[config.mk]
export PLATFORM = sky130hd
export DESIGN_NAME = stopwatch_lap_dp
export DESIGN_NICKNAME = d
export VERILOG_FILES = /design/src/rtl/stopwatch_lap_dp.sv
export SDC_FILE = /design/constraint.sdc
export NUM_CORES = 1
export LEC_CHECK = 0
export ABC_AREA = 1
export CELL_PAD_IN_SITES_DETAIL_PLACEMENT = 1
export CELL_PAD_IN_SITES_GLOBAL_PLACEMENT = 2
export CORE_MARGIN = 2
export CORE_UTILIZATION = 43
export DETAILED_ROUTE_END_ITERATION = 10
export DONT_BUFFER_PORTS = 1
export GPL_ROUTABILITY_DRIVEN = 0
export PLACE_DENSITY_LB_ADDON = 0.15
export SKIP_CTS_REPAIR_TIMING = 1
export SLEW_MARGIN = 10
export SYNTH_ARGS = -nofsm -noshare
export SYNTH_HDL_FRONTEND = slang
export SYNTH_SLANG_ARGS = --single-unit
[constraint.sdc]
create_clock -name clk -period 5.8 [get_ports clk]
set_input_delay 0.87 -clock clk [delete_from_list [all_inputs] [get_ports clk]]
set_output_delay 0.87 -clock clk [all_outputs]
set_load 0.1 [all_outputs]
[src/rtl/stopwatch_lap_dp.sv]
// ============================================================================
// stopwatch_lap_dp : run-gated prescaler, up/down hh:mm:ss.cc time counter
//                    and first-word-fall-through lap timestamp FIFO
// Revision 1.0 : initial release
// ============================================================================
`timescale 1ns/1ps
`default_nettype none

module stopwatch_lap_dp #(
    parameter  int CLK_HZ    = 100_000_000,
    parameter  int TICK_HZ   = 100,
    parameter  int HOUR_MAX  = 24,
    parameter  int LAP_DEPTH = 4,
    localparam int HW        = $clog2(HOUR_MAX),
    localparam int CW        = $clog2(LAP_DEPTH + 1)
) (
    input  logic            clk,
    input  logic            rst,
    input  logic            i_run,
    input  logic            i_clear,
    input  logic            i_down,
    input  logic            i_lap,
    input  logic            i_lap_rd,
    output logic [6:0]      o_msec,
    output logic [5:0]      o_sec,
    output logic [5:0]      o_min,
    output logic [HW-1:0]   o_hour,
    output logic [HW+18:0]  o_lap_time,
    output logic            o_lap_valid,
    output logic [CW-1:0]   o_lap_count,
    output logic            o_lap_ovf,
    output logic            o_wrap,
    output logic            o_done
);

    localparam int DIV = CLK_HZ / TICK_HZ;
    localparam int PCW = (DIV > 1) ? $clog2(DIV) : 1;
    localparam int AW  = $clog2(LAP_DEPTH);
    localparam int TW  = HW + 19;
    localparam logic [HW-1:0] C_HOUR_LAST = HW'(HOUR_MAX - 1);

    logic           w_kill;
    assign w_kill = rst | i_clear;

    // ---------------- prescaler ----------------
    logic [PCW-1:0] pc_q;
    logic           tick_q;
    logic           w_pc_last;
    assign w_pc_last = (pc_q == PCW'(DIV - 1));

    always_ff @(posedge clk) begin
        if (w_kill) begin
            pc_q   <= '0;
            tick_q <= 1'b0;
        end else begin
            tick_q <= i_run & w_pc_last;
            if (i_run)
                pc_q <= w_pc_last ? '0 : pc_q + PCW'(1);
        end
    end

    // ---------------- time counter ----------------
    logic [6:0]    msec_q, msec_d;
    logic [5:0]    sec_q, sec_d, min_q, min_d;
    logic [HW-1:0] hour_q, hour_d;
    logic          wrap_q;
    logic          w_all_zero, w_all_max;

    assign w_all_zero = (msec_q == 7'd0) && (sec_q == 6'd0) && (min_q == 6'd0) && (hour_q == '0);
    assign w_all_max  = (msec_q == 7'd99) && (sec_q == 6'd59) && (min_q == 6'd59) && (hour_q == C_HOUR_LAST);

    // Every digit's next value is resolved here so the whole time word moves on one edge.
    always_comb begin
        msec_d = msec_q;
        sec_d  = sec_q;
        min_d  = min_q;
        hour_d = hour_q;
        if (tick_q && !i_down) begin
            if (msec_q == 7'd99) begin
                msec_d = 7'd0;
                if (sec_q == 6'd59) begin
                    sec_d = 6'd0;
                    if (min_q == 6'd59) begin
                        min_d  = 6'd0;
                        hour_d = (hour_q == C_HOUR_LAST) ? '0 : hour_q + HW'(1);
                    end else begin
                        min_d = min_q + 6'd1;
                    end
                end else begin
                    sec_d = sec_q + 6'd1;
                end
            end else begin
                msec_d = msec_q + 7'd1;
            end
        end else if (tick_q && i_down && !w_all_zero) begin
            if (msec_q == 7'd0) begin
                msec_d = 7'd99;
                if (sec_q == 6'd0) begin
                    sec_d = 6'd59;
                    if (min_q == 6'd0) begin
                        min_d  = 6'd59;
                        hour_d = hour_q - HW'(1);
                    end else begin
                        min_d = min_q - 6'd1;
                    end
                end else begin
                    sec_d = sec_q - 6'd1;
                end
            end else begin
                msec_d = msec_q - 7'd1;
            end
        end
    end

    always_ff @(posedge clk) begin
        if (w_kill) begin
            msec_q <= '0;
            sec_q  <= '0;
            min_q  <= '0;
            hour_q <= '0;
            wrap_q <= 1'b0;
        end else begin
            msec_q <= msec_d;
            sec_q  <= sec_d;
            min_q  <= min_d;
            hour_q <= hour_d;
            wrap_q <= tick_q & ~i_down & w_all_max;
        end
    end

    // ---------------- lap FIFO ----------------
    logic [TW-1:0] lap_mem_q [LAP_DEPTH];
    logic [AW-1:0] wr_ptr_q, rd_ptr_q;
    logic [CW-1:0] lap_cnt_q;
    logic          ovf_q;
    logic          w_full, w_empty, w_push, w_pop, w_drop;
    logic [TW-1:0] w_now;

    assign w_now   = {hour_q, min_q, sec_q, msec_q};
    assign w_full  = (lap_cnt_q == CW'(LAP_DEPTH));
    assign w_empty = (lap_cnt_q == '0);
    assign w_pop   = i_lap_rd & ~w_empty;
    // A pop in the same cycle frees a slot, so a push into a full FIFO is kept.
    assign w_push  = i_lap & (~w_full | w_pop);
    assign w_drop  = i_lap & w_full & ~w_pop;

    always_ff @(posedge clk) begin
        if (!w_kill && w_push)
            lap_mem_q[wr_ptr_q] <= w_now;
    end

    always_ff @(posedge clk) begin
        if (w_kill) begin
            wr_ptr_q  <= '0;
            rd_ptr_q  <= '0;
            lap_cnt_q <= '0;
            ovf_q     <= 1'b0;
        end else begin
            if (w_push)
                wr_ptr_q <= wr_ptr_q + AW'(1);
            if (w_pop)
                rd_ptr_q <= rd_ptr_q + AW'(1);
            if (w_push && !w_pop)
                lap_cnt_q <= lap_cnt_q + CW'(1);
            else if (w_pop && !w_push)
                lap_cnt_q <= lap_cnt_q - CW'(1);
            if (w_drop)
                ovf_q <= 1'b1;
        end
    end

    assign o_msec      = msec_q;
    assign o_sec       = sec_q;
    assign o_min       = min_q;
    assign o_hour      = hour_q;
    assign o_lap_time  = w_empty ? '0 : lap_mem_q[rd_ptr_q];
    assign o_lap_valid = ~w_empty;
    assign o_lap_count = lap_cnt_q;
    assign o_lap_ovf   = ovf_q;
    assign o_wrap      = wrap_q;
    assign o_done      = i_down & w_all_zero;

endmodule

`default_nettype wire
==> results of run 1 <==
[registers in the layout, indices dropped and copies added (netlist names), 2 cells and up, named ones only]
signal       cells
lap_mem_q       96
wr_ptr_q         2
o_hour           5
o_lap_count      3
rd_ptr_q         2
o_sec            6
pc_q            20
o_min            6
o_msec           7
[final timing paths]
check,startpoint,to,slack (ns)
worst min-delay path,rd_ptr_q[0]$_SDFFE_PP0N_,flop,0.49
worst max-delay path,o_lap_count[1]$_SDFFE_PP0P_,o_lap_time[17],1.37
worst max register to register,o_lap_count[1]$_SDFFE_PP0P_,o_lap_count[1]$_SDFFE_PP0P_,1.74
worst min register to register,rd_ptr_q[0]$_SDFFE_PP0N_,flop,0.49
[cell usage after synthesis, types with 11 or more instances]
cell type,count,area [um2]
nand4_1,11,68.8
o21ai_0,75,375
a21oi_1,53,265
xor2_1,20,175
nand2_1,93,349
nor3_1,15,75.1
inv_1,51,191
ha_1,18,225
nand3_1,27,135
edfxtp_1,96,2880
clkbuf_1,17,63.8
nor2_1,185,694
dfxtp_1,56,1120
[cell usage in the layout, fill, tap and decap left out, types with 20 or more instances in the layout]
cell / count
nor2_1: 181
xor2_1: 20
edfxtp_1: 96
dfxtp_1: 56
buf_4: 56
nand2_1: 93
inv_1: 51
a21oi_2: 24
a21oi_1: 29
nand3_1: 27
o21ai_0: 75
[layer usage]
layer,up-vias,share of wire
met5,-,0
met4,0,0.014
met3,25,0.044
met2,97,0.52
met1,2877,0.42
li1,2798,-
[layout make-up]
class,instances,share of cell area
sequential,152,0.466
multi-input combinational,564,0.359
clock buffer,17,0.0496
timing repair buffer,56,0.0490
tap,220,0.0321
inverter,59,0.0264
clock inverter,14,0.0175
[power by group]
group | switching, mW | internal (mW) | total [mW] | leakage (nW)
sequential | 0.0147 | 1.15 | 1.16 | 1.40
combinational | 0.196 | 0.0425 | 0.238 | 1.56
clock | 0.460 | 0.634 | 1.09 | 0.271
total | 0.671 | 1.82 | 2.49 | 3.23
[stage by stage]
| stage | setup WS (ns) | total power [mW] | instances |
|---|---|---|---|
| 4_1_cts | 1.33 | 2.52 | 1082 |
| 2_1_floorplan | 1.15 | 1.37 | 806 |
| 3_3_place_gp | 1.89 | 1.42 | 1051 |
| 5_1_grt | 1.20 | 2.58 | 1082 |
| 3_5_place_dp | 1.73 | 1.43 | 1051 |
| 6_report | 1.37 | 2.49 | 1082 |
[kinds of logic (layout without fill, tap and decap cells)]
| family | after synthesis | in the layout | share of synthesized area |
|---|---|---|---|
| adder cells (fa/ha/maj) | 19 | 19 | 0.0333 |
| AO/OA/AOI/OAI | 146 | 146 | 0.105 |
| buffers and inverters | 90 | 146 | 0.0521 |
| flip-flops | 152 | 152 | 0.543 |
| XOR/XNOR | 29 | 29 | 0.0345 |
| multiplexers | 1 | 1 | 0.00136 |
| AND/OR/NAND/NOR | 369 | 369 | 0.231 |
==> impl_metrics.py, run 1 <==
metrics = {
    "power_and_ir_drop": {
        "ir_drop_mv": 0.189,
        "leakage_nw": 3.23,
        "powerDensity_mw_per_mm2": 291,
    },
    "synth": {
        "syn_area_mm2": 0.00737,
        "synth.distinct_cells": 46,
        "synth_seq_area_share": 0.543,
        "synth-async-reset-ratio": 0,
        "postSynthCellCount": 806,
        "syn_area_per_cell_um2": 9.14,
        "yosys_warnings": 0,
        "syn_nets": 832,
        "ys.flop_type": "edfxtp_1",
        "ys_ff_latch": 152,
        "synth_edf_count": 96,
    },
    "sta": {
        "worst_pin_slew_ns": 1.06,
        "clock_skew_ns": 0.00700,
        "slew_headroom": 0.290,
        "finalCritPeriodShare": 0.764,
        "fmax_mhz": 226,
        "hold_ws_ns": 0.485,
        "drv_slew": 0,
        "fin_crit_ns": 4.43,
        "setup_viol": 0,
        "rsz0062_at_grt": "no",
        "tns_ns": 0,
        "hold_viol": 0,
    },
    "setup_path": {
        "crit_slowest_cell": "dfxtp_1",
        "r2r.worst_path.cells": 10,
        "crit_arrival_ns": 3.56,
        "critPathKind": "flop to primary output",
        "start_kind": "flop",
        "path_cells": "nor2_1 -> nand2_1 -> inv_2 -> a21oi_2 -> buf_4",
        "crit_cells": 5,
        "worstPathMaxFanout": 25,
        "end_kind": "primary output",
        "crit_path_max_incr_delay_ns": 1.02,
        "crit_buf_inv": 2,
        "cpLargestDelayFamily": "flip-flops",
        "cp.required_ns": 4.93,
    },
    "global_routing": {
        "grt_pass1_vias": 6020,
        "use_met1": 0.262,
        "grtUsageTotal": 0.221,
        "grt.overflow.total": 0,
        "grt_busiest_layer": "met2",
        "use_met3": 0.0435,
        "grtUsageMet2": 0.398,
        "antenna_found_initial": 0,
        "grt_pass1_wl_mm": 31.0,
        "grt_max_degree": 50,
    },
    "floorplan": {
        "die-area_mm2": 0.0182,
        "die_h_um": 135,
        "initial_utilization": 0.443,
        "pin_count": 62,
        "fp.coreArea_mm2": 0.0166,
        "num_rows": 47,
        "die_x_um": 135,
    },
    "clock_tree": {
        "cts_buffers": 17,
        "root_buffer": "clkbuf_16",
        "cts_sinks": 152,
        "h-tree-depth": 4,
        "clk_pin_slew_ns": 0.06,
        "cts_tree": "yes",
        "clock_path_buffers": 2,
        "clk_latency_ns": 0.43,
    },
    "final_layout": {
        "multiInputGateArea_mm2": 0.00308,
        "diodes": 0,
        "n_fill_cell": 1895,
        "regArea_mm2": 0.00400,
        "final_area_mm2": 0.00858,
        "fin_util": 0.516,
        "drive_gt1_frac": 0.182,
        "area_growth_pct": 16.5,
        "finalNetCount": 876,
    },
    "drt": {
        "num_vias": 5797,
        "remaining_drc_errors": 0,
        "wire_per_inst_um": 17.6,
        "wl_mm": 19.0,
        "antenna_left": 0,
        "viasPerCell": 5.36,
        "drt_iter0_markers": 241,
        "first_pass_iters": 4,
    },
    "worst_hold_path": {
        "holdPathStages": 1,
        "hold_path.class": "flop to flop",
    },
    "placement": {
        "dpl_cell_area_mm2": 0.00801,
        "place_hpwl_mm": 12.9,
        "io_buffers": 0,
    },
    "outcome": {
        "status": "complete, no violations",
    },
    "job": {
        "max_cap_violations": 0,
    },
}
No activity file was read; power rests on OpenSTA's default activity.
==> inputs of run 2 (changes only) <==
- CORE_UTILIZATION: 43 -> 36
- clock period: 5.8 -> 3.6 ns (I/O delays scaled with it)
==> impl_metrics.py, run 2 (synthesis gave the netlist of run 1 again) <==
metrics = {
    "setup_path": {
        "start_kind": "flop",
        "critPathKind": "flop to primary output",
        "crit_buf_inv": 2,
        "end_kind": "primary output",
        "crit_path_max_incr_delay_ns": 0.50,
        "crit_arrival_ns": 2.32,
        "reg2reg_slack_ns": 1.10,
        "cpLargestDelayFamily": "buffers and inverters",
        "crit_slowest_cell": "dfxtp_1",
        "path_cells": "buf_4 -> nor2_1 -> nor2_1 -> o21ai_0 -> a21oi_4 -> buf_12",
        "worstPathMaxFanout": 42,
        "crit_top_cell": "nor2_1",
        "cp.required_ns": 3.06,
    },
    "clock_tree": {
        "h-tree-depth": 4,
        "root_buffer": "clkbuf_16",
        "clk_latency_ns": 0.43,
        "clock_path_buffers": 2,
        "cts_sinks": 152,
        "cts_tree": "yes",
        "clk_pin_slew_ns": 0.07,
        "cts_buffers": 17,
    },
    "sta": {
        "fin_crit_ns": 2.86,
        "hold_viol": 0,
        "setup_viol": 0,
        "clock_skew_ns": 0.0141,
        "fmax_mhz": 350,
        "finalCritPeriodShare": 0.793,
        "worst_pin_slew_ns": 0.962,
        "hold_ws_ns": 0.297,
        "drv_slew": 0,
        "slew_headroom": 0.358,
        "rsz0062_at_grt": "no",
    },
    "drt": {
        "viasPerCell": 5.04,
        "wl_mm": 19.5,
        "remaining_drc_errors": 0,
        "wl_met2_mm": 9.68,
        "drt_iter0_markers": 213,
        "wl_met3_um": 647,
        "route.top_layer_used": "met4",
        "wire_per_inst_um": 17.2,
        "antenna_left": 0,
        "met1_length_mm": 8.99,
        "first_pass_iters": 4,
        "num_vias": 5727,
    },
    "final_layout": {
        "final_cells": 1136,
        "top_register": "lap_mem_q",
        "area_growth_pct": 23.4,
        "layout_commonest_cell": "nor2_1",
        "drive_gt1_frac": 0.191,
        "diodes": 0,
        "final_cell_mix": "nor2_1, edfxtp_1, nand2_1",
        "largest_reg_flops": 96,
        "finalNetCount": 879,
        "final_area_mm2": 0.00909,
    },
    "placement": {
        "dpl_cell_area_mm2": 0.00849,
        "place_hpwl_mm": 13.3,
        "io_buffers": 0,
        "dpl.cell_count": 1104,
    },
    "floorplan": {
        "pin_count": 62,
        "die_x_um": 147,
        "die-area_mm2": 0.0216,
        "die_h_um": 147,
        "initial_utilization": 0.365,
        "num_rows": 52,
        "fp.coreArea_mm2": 0.0202,
    },
    "power_and_ir_drop": {
        "ir_drop_mv": 0.318,
        "powerDensity_mw_per_mm2": 460,
        "leakage_nw": 3.34,
    },
    "global_routing": {
        "grt_max_degree": 49,
        "antenna_found_initial": 0,
        "grt_pass1_wl_mm": 32.5,
        "grt.overflow.total": 0,
        "grtUsageTotal": 0.191,
        "grt_pass1_vias": 6178,
    },
    "outcome": {
        "status": "complete, no violations",
    },
    "job": {
        "max_cap_violations": 0,
    },
    "worst_hold_path": {
        "hold_path.class": "input port to flop",
    },
}
## run 2: changes by cell type in the layout (fill, tap and decap cells not counted), moves of 2 or more
| cell | change |
|---|---|
| buf_12 | +24 |
| buf_4 | -21 |
| a21oi_2 | -12 |
| a21oi_4 | +12 |
| inv_6 | +2 |
## run 2: layer usage
layer,global-route usage,vias up
li1,-,2797
met1,0.234,2856
met2,0.339,59
met3,0.0401,15
met4,0.0558,0
met5,0,-
## run 2: cell type report
| cell class | instances | area (um2) |
|---|---|---|
| fill | 2308 | 11100 |
| sequential | 152 | 4010 |
| multi-input combinational | 564 | 3180 |
| timing repair buffer | 59 | 743 |
| clock buffer | 18 | 439 |
| tap | 270 | 338 |
| inverter | 59 | 226 |
| clock inverter | 14 | 163 |
## run 2: worst paths after layout
kind,start,to,cells past startpoint
worst min register to register,rd_ptr_q[1]$_SDFFE_PP0N_,rd_ptr_q[1]$_SDFFE_PP0N_,2
worst max register to register,o_lap_count[0]$_SDFFE_PP0P_,o_lap_count[1]$_SDFFE_PP0P_,10
worst max-delay path,flop,o_lap_time[21],6
worst min-delay path,i_run,pc_q[1]$_SDFFE_PP0P_,2
## run 2: per-stage QoR
| step | setup TNS [ns] | utilization | setup WS (ns) | total power [mW] |
|---|---|---|---|---|
| 6_report | 0 | 0.451 | 0.744 | 4.19 |
| 5_1_grt | 0 | 0.451 | 0.546 | 4.32 |
| 4_1_cts | 0 | 0.451 | 0.675 | 4.24 |
| 3_5_place_dp | 0 | 0.421 | 1.10 | 2.39 |
| 2_1_floorplan | -0.748 | - | -0.187 | 2.24 |
| 3_3_place_gp | 0 | 0.421 | 1.16 | 2.38 |
## run 2: where the power goes
group	switching (mW)	internal, mW
sequential	0.0172	1.85
clock	0.781	1.06
combinational	0.350	0.132
total	1.15	3.04
